## config.mk

```make
export PLATFORM = sky130hd
export DESIGN_NAME = min_countdown_ctrl_flat
export DESIGN_NICKNAME = d
export VERILOG_FILES = /design/src/rtl/timer_pkg.sv /design/src/rtl/min_countdown_ctrl_if.sv /design/src/rtl/timer_alarm_cnt.sv /design/src/rtl/min_countdown_ctrl.sv /design/src/flat_wrapper.sv
export SDC_FILE = /design/constraint.sdc
export NUM_CORES = 1
export LEC_CHECK = 0
export ABC_AREA = 1
export CAP_MARGIN = 20
export CORE_MARGIN = 2
export CORE_UTILIZATION = 45
export CTS_CLUSTER_DIAMETER = 120
export DETAILED_ROUTE_END_ITERATION = 16
export PLACE_DENSITY = 0.86
export SLEW_MARGIN = 20
export SYNTH_ARGS = -nofsm -noshare
export SYNTH_HDL_FRONTEND = slang
export SYNTH_SLANG_ARGS = --single-unit
```

## constraint.sdc

```tcl
create_clock -name clk -period 1.8 [get_ports clk]
set_input_delay 0.54 -clock clk [delete_from_list [all_inputs] [get_ports clk]]
set_output_delay 0.54 -clock clk [all_outputs]
set_load 0.005 [all_outputs]
```

## src/rtl/timer_pkg.sv

```systemverilog
// Shared definitions for the countdown timer stages: FSM state encoding and
// the minutes saturation limit used by the seconds and display stages as well.
package timer_pkg;

  typedef enum logic [1:0] {
    IDLE  = 2'd0,
    RUN   = 2'd1,
    PAUSE = 2'd2,
    DONE  = 2'd3
  } tstate_t;

  // Largest minutes value a load may place in the counter.
  localparam int MAX_MIN = 99;

endpackage

```

## src/rtl/min_countdown_ctrl_if.sv

```systemverilog
// Control/status bundle between the minutes controller and its neighbours:
// the seconds stage pulses, user command pulses and controller status.
interface min_countdown_ctrl_if #(
  parameter int MIN_W = 7
);
  import timer_pkg::*;

  logic             tick_1hz;
  logic             sec_borrow;
  logic             sec_zero;
  logic             start;
  logic             pause;
  logic             clear;
  logic             load;
  logic [MIN_W-1:0] load_min;
  logic [MIN_W-1:0] min_q;
  logic             sec_en;
  logic             sec_clr;
  tstate_t          state_o;
  logic             done;
  logic             alarm;

  // Driver side: seconds stage and user commands.
  modport master (
    output tick_1hz, sec_borrow, sec_zero, start, pause, clear, load, load_min,
    input  min_q, sec_en, sec_clr, state_o, done, alarm
  );

  // Controller side.
  modport slave (
    input  tick_1hz, sec_borrow, sec_zero, start, pause, clear, load, load_min,
    output min_q, sec_en, sec_clr, state_o, done, alarm
  );

endinterface

```

## src/rtl/timer_alarm_cnt.sv

```systemverilog
// Saturating count of 1 Hz ticks spent in DONE; expired once the alarm
// duration has fully elapsed. Held at zero whenever clr is high.
module timer_alarm_cnt #(
  parameter int ALARM_SECS = 10,
  parameter int ALARM_W    = 4
) (
  input  logic clk,
  input  logic reset,
  input  logic clr,
  input  logic en,
  output logic expired
);

  localparam logic [ALARM_W-1:0] LIMIT = ALARM_W'(ALARM_SECS);

  logic [ALARM_W-1:0] cnt;

  // Count enabled ticks, stop at LIMIT so the count never wraps back to quiet.
  // NOTE: clocked state uses non-blocking assignment so every flop samples pre-edge values.
  always_ff @(posedge clk) begin
    if (reset || clr)
      cnt <= '0;
    else if (en && (cnt != LIMIT))
      cnt <= cnt + 1'b1;
  end

  assign expired = (cnt == LIMIT);

endmodule

```

## src/rtl/min_countdown_ctrl.sv

```systemverilog
// Minutes stage of the countdown timer: holds mm, runs the IDLE/RUN/PAUSE/DONE
// control FSM, gates the seconds stage and raises done/alarm at 00:00.
module min_countdown_ctrl #(
  parameter int MIN_W      = 7,
  parameter int MAX_MIN    = timer_pkg::MAX_MIN,
  parameter int ALARM_SECS = 10,
  parameter int ALARM_W    = 4
) (
  input logic                clk,
  input logic                reset,
  min_countdown_ctrl_if.slave bus
);
  import timer_pkg::*;

  localparam logic [MIN_W-1:0] MAX_MIN_V = MIN_W'(MAX_MIN);

  tstate_t          state_r;
  logic [MIN_W-1:0] min_r;
  logic             done_r;
  logic             alarm_expired;
  logic             time_zero;

  // mm:ss is 00:00 exactly when minutes are zero and the seconds stage is at zero.
  assign time_zero = (min_r == '0) && bus.sec_zero;

  // Control FSM with minutes count and done flag; clear beats every other command.
  always_ff @(posedge clk) begin
    if (reset || bus.clear) begin
      state_r <= IDLE;
      min_r   <= '0;
      done_r  <= 1'b0;
    end else begin
      case (state_r)
        IDLE: begin
          if (bus.load)
            min_r <= (bus.load_min > MAX_MIN_V) ? MAX_MIN_V : bus.load_min;
          else if (bus.start && !time_zero)
            state_r <= RUN;
        end
        RUN: begin
          // A borrow arriving with pause is still honoured so no second is lost.
          if (bus.sec_borrow && (min_r != '0))
            min_r <= min_r - 1'b1;
          if (time_zero) begin
            state_r <= DONE;
            done_r  <= 1'b1;
          end else if (bus.pause) begin
            state_r <= PAUSE;
          end
        end
        PAUSE: begin
          if (bus.start)
            state_r <= RUN;
        end
        DONE: begin
          if (bus.start) begin
            state_r <= IDLE;
            done_r  <= 1'b0;
          end
        end
        default: state_r <= IDLE;
      endcase
    end
  end

  // Alarm duration counter, held clear outside DONE so it restarts on every entry.
  timer_alarm_cnt #(
    .ALARM_SECS (ALARM_SECS),
    .ALARM_W    (ALARM_W)
  ) u_alarm_cnt (
    .clk     (clk),
    .reset   (reset),
    .clr     (state_r != DONE),
    .en      (bus.tick_1hz && (state_r == DONE)),
    .expired (alarm_expired)
  );

  assign bus.min_q   = min_r;
  assign bus.state_o = state_r;
  assign bus.done    = done_r;
  // Both operands are flops, so alarm has no combinational path from inputs.
  assign bus.alarm   = done_r && !alarm_expired;
  // Seconds stage stops in the very cycle 00:00 is seen, before DONE is entered.
  assign bus.sec_en  = (state_r == RUN) && !time_zero;
  assign bus.sec_clr = bus.clear || ((state_r == IDLE) && bus.load);

endmodule

```

## src/flat_wrapper.sv

```systemverilog
// flat-port wrapper written by rule: the top's interface ports become plain ports
module min_countdown_ctrl_flat import timer_pkg::*;
#(
  parameter int MIN_W      = 7,
  parameter int MAX_MIN    = timer_pkg::MAX_MIN,
  parameter int ALARM_SECS = 10,
  parameter int ALARM_W    = 4
)
  (clk, reset, bus_tick_1hz, bus_sec_borrow, bus_sec_zero, bus_start, bus_pause, bus_clear, bus_load, bus_load_min, bus_min_q, bus_sec_en, bus_sec_clr, bus_state_o, bus_done, bus_alarm);
  min_countdown_ctrl_if #(.MIN_W(MIN_W)) bus_i ();
  input logic clk;
  input logic reset;
  input wire logic [$bits(bus_i.tick_1hz)-1:0] bus_tick_1hz;
  input wire logic [$bits(bus_i.sec_borrow)-1:0] bus_sec_borrow;
  input wire logic [$bits(bus_i.sec_zero)-1:0] bus_sec_zero;
  input wire logic [$bits(bus_i.start)-1:0] bus_start;
  input wire logic [$bits(bus_i.pause)-1:0] bus_pause;
  input wire logic [$bits(bus_i.clear)-1:0] bus_clear;
  input wire logic [$bits(bus_i.load)-1:0] bus_load;
  input wire logic [$bits(bus_i.load_min)-1:0] bus_load_min;
  output wire logic [$bits(bus_i.min_q)-1:0] bus_min_q;
  output wire logic [$bits(bus_i.sec_en)-1:0] bus_sec_en;
  output wire logic [$bits(bus_i.sec_clr)-1:0] bus_sec_clr;
  output wire logic [$bits(bus_i.state_o)-1:0] bus_state_o;
  output wire logic [$bits(bus_i.done)-1:0] bus_done;
  output wire logic [$bits(bus_i.alarm)-1:0] bus_alarm;
  assign bus_i.tick_1hz = bus_tick_1hz;
  assign bus_i.sec_borrow = bus_sec_borrow;
  assign bus_i.sec_zero = bus_sec_zero;
  assign bus_i.start = bus_start;
  assign bus_i.pause = bus_pause;
  assign bus_i.clear = bus_clear;
  assign bus_i.load = bus_load;
  assign bus_i.load_min = bus_load_min;
  assign bus_min_q = bus_i.min_q;
  assign bus_sec_en = bus_i.sec_en;
  assign bus_sec_clr = bus_i.sec_clr;
  assign bus_state_o = bus_i.state_o;
  assign bus_done = bus_i.done;
  assign bus_alarm = bus_i.alarm;
  min_countdown_ctrl #(.MIN_W(MIN_W), .MAX_MIN(MAX_MIN), .ALARM_SECS(ALARM_SECS), .ALARM_W(ALARM_W)) u_core (.clk(clk), .reset(reset), .bus(bus_i));
endmodule
```

==> metrics.yaml <==
sta:
  hold_viol: 0
  fin_ws_ps: -6.70
  worst_pin_slew_ps: 333
  finalCritPeriodShare: 1.00
  rsz0062_at_grt: "true"
  drv_slew: 0
  clock_skew_ps: 0.406
  min_period_ps: 1810
  setup_viol: 1
  fmax_ghz: 0.553
  slew_headroom: 0.775
synthesis:
  synth_fp_nets: 169
  yosys_warnings: 0
  synth.avg_cell_area_um2: 6.14
  ys_ff_latch: 14
  synthCells: 149
  ys_types: 20
  yosysSeqAreaShare: 0.306
  synthesis.area_um2: 915
global_route:
  grt_max_degree: 13
  grt_pass1_wl_um: 4400
  first_global_vias: 1076
  antenna_found_initial: 0
  grt_usage: 0.235
  overflow: 0
finish:
  num_antenna_cells: 0
  fin_nets: 221
  synthToLayoutAreaGrowth_pct: 58.5
  final_common_cell: "nand2_1"
  fin_util: 0.747
  drive_above_1_share: 0.255
  final_cell_mix: "nand2_1, nor2_1, buf_4"
setup_path:
  end_kind: "output port"
  arrival_ps: 1270
  cp.required_ps: 1260
  crit_fanout: 2
  cp-start-kind: "register"
  worstSetupPathType: "reg2out"
  reg2regPathDepth: 8
routing:
  drt-wirelength-per-cell_um: 12.3
  drt_iter0_drc: 37
  wl_um: 2790
  vias_per_cell: 5.02
  vias: 1139
  firstDrtPassIters: 4
  ant_nets: 0
  drc_errors: 0
clocking:
  cts_tree: "yes"
  cts_inserted_buffers: 3
  clk_pin_slew_worst_paths_ps: 90
  clock_latency_ps: 290
  cts_max_path_buffers: 2
  cts.sinks: 14
  cts.htree.levels: 1
  postCtsHoldBufs: 0
  clockRootBuffer: "clkbuf_4"
status:
  status: "complete, but fails checks"
  violations: "setup timing"
floorplanning:
  start_util: 0.471
  die_y_um: 49.1
  io_pins: 29
  dieArea_um2: 2410
  rows: 16
  die_w_um: 49.1
  core-area_um2: 1940
placed_design:
  place_ws_ps: -470
  gp_congestion: 0.810
  hpwlAfterDp_um: 2010
  portBuffers: 28
pwr:
  power_density_nw_per_um2: 565
  irDropWorstVdd_mv: 0.398
  p_leak_uw: 0.000805
worst_hold_path:
  hp-class: "reg2reg"
  holdPathStages: 2
run:
  max_cap_viol_count: 0
-- metal layers --
layer  track usage  wire length, µm  up-vias
met5             0                0        -
met3        0.0429              111       14
met4         0.114              138        0
met1         0.247             1100      516
li1              -                -      571
met2         0.441             1440       38
-- kinds of logic (layout without fill, tap and decap cells) --
family	count (synthesis)	in the layout	share of synthesized area
buffers and inverters	26	77	0.119
DFF	14	14	0.306
adders and majority gates	4	4	0.0547
and+or+nand+nor	75	75	0.341
xor gates and xnor gates	2	2	0.0192
AOI/OAI and AO/OA	28	28	0.160
-- power breakdown --
group,total (µW),switching (µW),internal (µW)
logic,249,129,120
registers,329,6.81,322
clock network,241,118,123
total,819,253,566
-- metrics by stage --
step	std cells	power (µW)	TNS [ps]	cell area (µm²)	hold slack, ps
finish	227	819	-6.70	1450	520
global route	227	861	-128	1450	540
CTS	226	813	-23.8	1410	525
detailed placement	220	567	-864	1350	502
global placement	220	558	-815	1350	479
floorplan	149	454	0	915	461
-- cell type report --
class / count / area [µm²]
multi-input combinational: 109 / 553
fill: 152 / 492
timing repair buffer: 49 / 444
sequential: 14 / 293
inverter: 24 / 90.1
clock buffer: 4 / 36.3
tap: 27 / 33.8
-- path summary, 6_finish.rpt --
path,startpoint,end,slack [ps]
worst min-delay path,u_core.u_alarm_cnt.cnt[3]$_SDFFE_PP0P_,u_core.u_alarm_cnt.cnt[3]$_SDFFE_PP0P_,520
worst max register to register,u_core.u_alarm_cnt.cnt[1]$_SDFFE_PP0P_,u_core.u_alarm_cnt.cnt[2]$_SDFFE_PP0P_,260
worst min register to register,u_core.u_alarm_cnt.cnt[3]$_SDFFE_PP0P_,u_core.u_alarm_cnt.cnt[3]$_SDFFE_PP0P_,520
worst max-delay path,u_core.bus.min_q[1]$_SDFFE_PP0P_,bus_sec_en,-7
-- worst max-delay path: stages, from the launching register on --
cell and delay [ps]:
dfxtp_2 330, inv_2 70, ha_4 140, nand2_4 50, inv_2 50, nand4_1 90, inv_1 90, nor2_1 40
buf_2 110
-- cells in the mapped netlist --
master	count	area share
a31oi_1	1	0.0068
inv_2	2	0.0082
nand2_1	37	0.15
o31ai_1	1	0.0082
nor2_1	23	0.094
xor2_1	2	0.019
nand4_1	2	0.014
ha_1	4	0.055
nor2_4	1	0.012
buf_6	1	0.012
buf_4	1	0.0082
inv_1	22	0.090
o21a_1	1	0.0082
nand2_2	1	0.0068
o21ai_0	10	0.055
nand3_1	10	0.055
dfxtp_1	14	0.31
a21oi_1	11	0.060
nor2_2	1	0.0068
o21ai_1	4	0.022
-- sequential cells by signal (all words and copies together) (netlist names) --
| register | flops |
|---|---|
| u_core.bus.state_o | 2 |
| u_core.bus.done | 1 |
| u_core.u_alarm_cnt.cnt | 4 |
| u_core.bus.min_q | 7 |
-- timing repair --
item | in CTS | in global routing
setup buffers | 2 | 1
setup endpoints to repair | 8 | 11
pin swaps | 5 | 3
gates resized for setup | 27 | 15
Note: power is estimated with default switching activity, not from simulation.
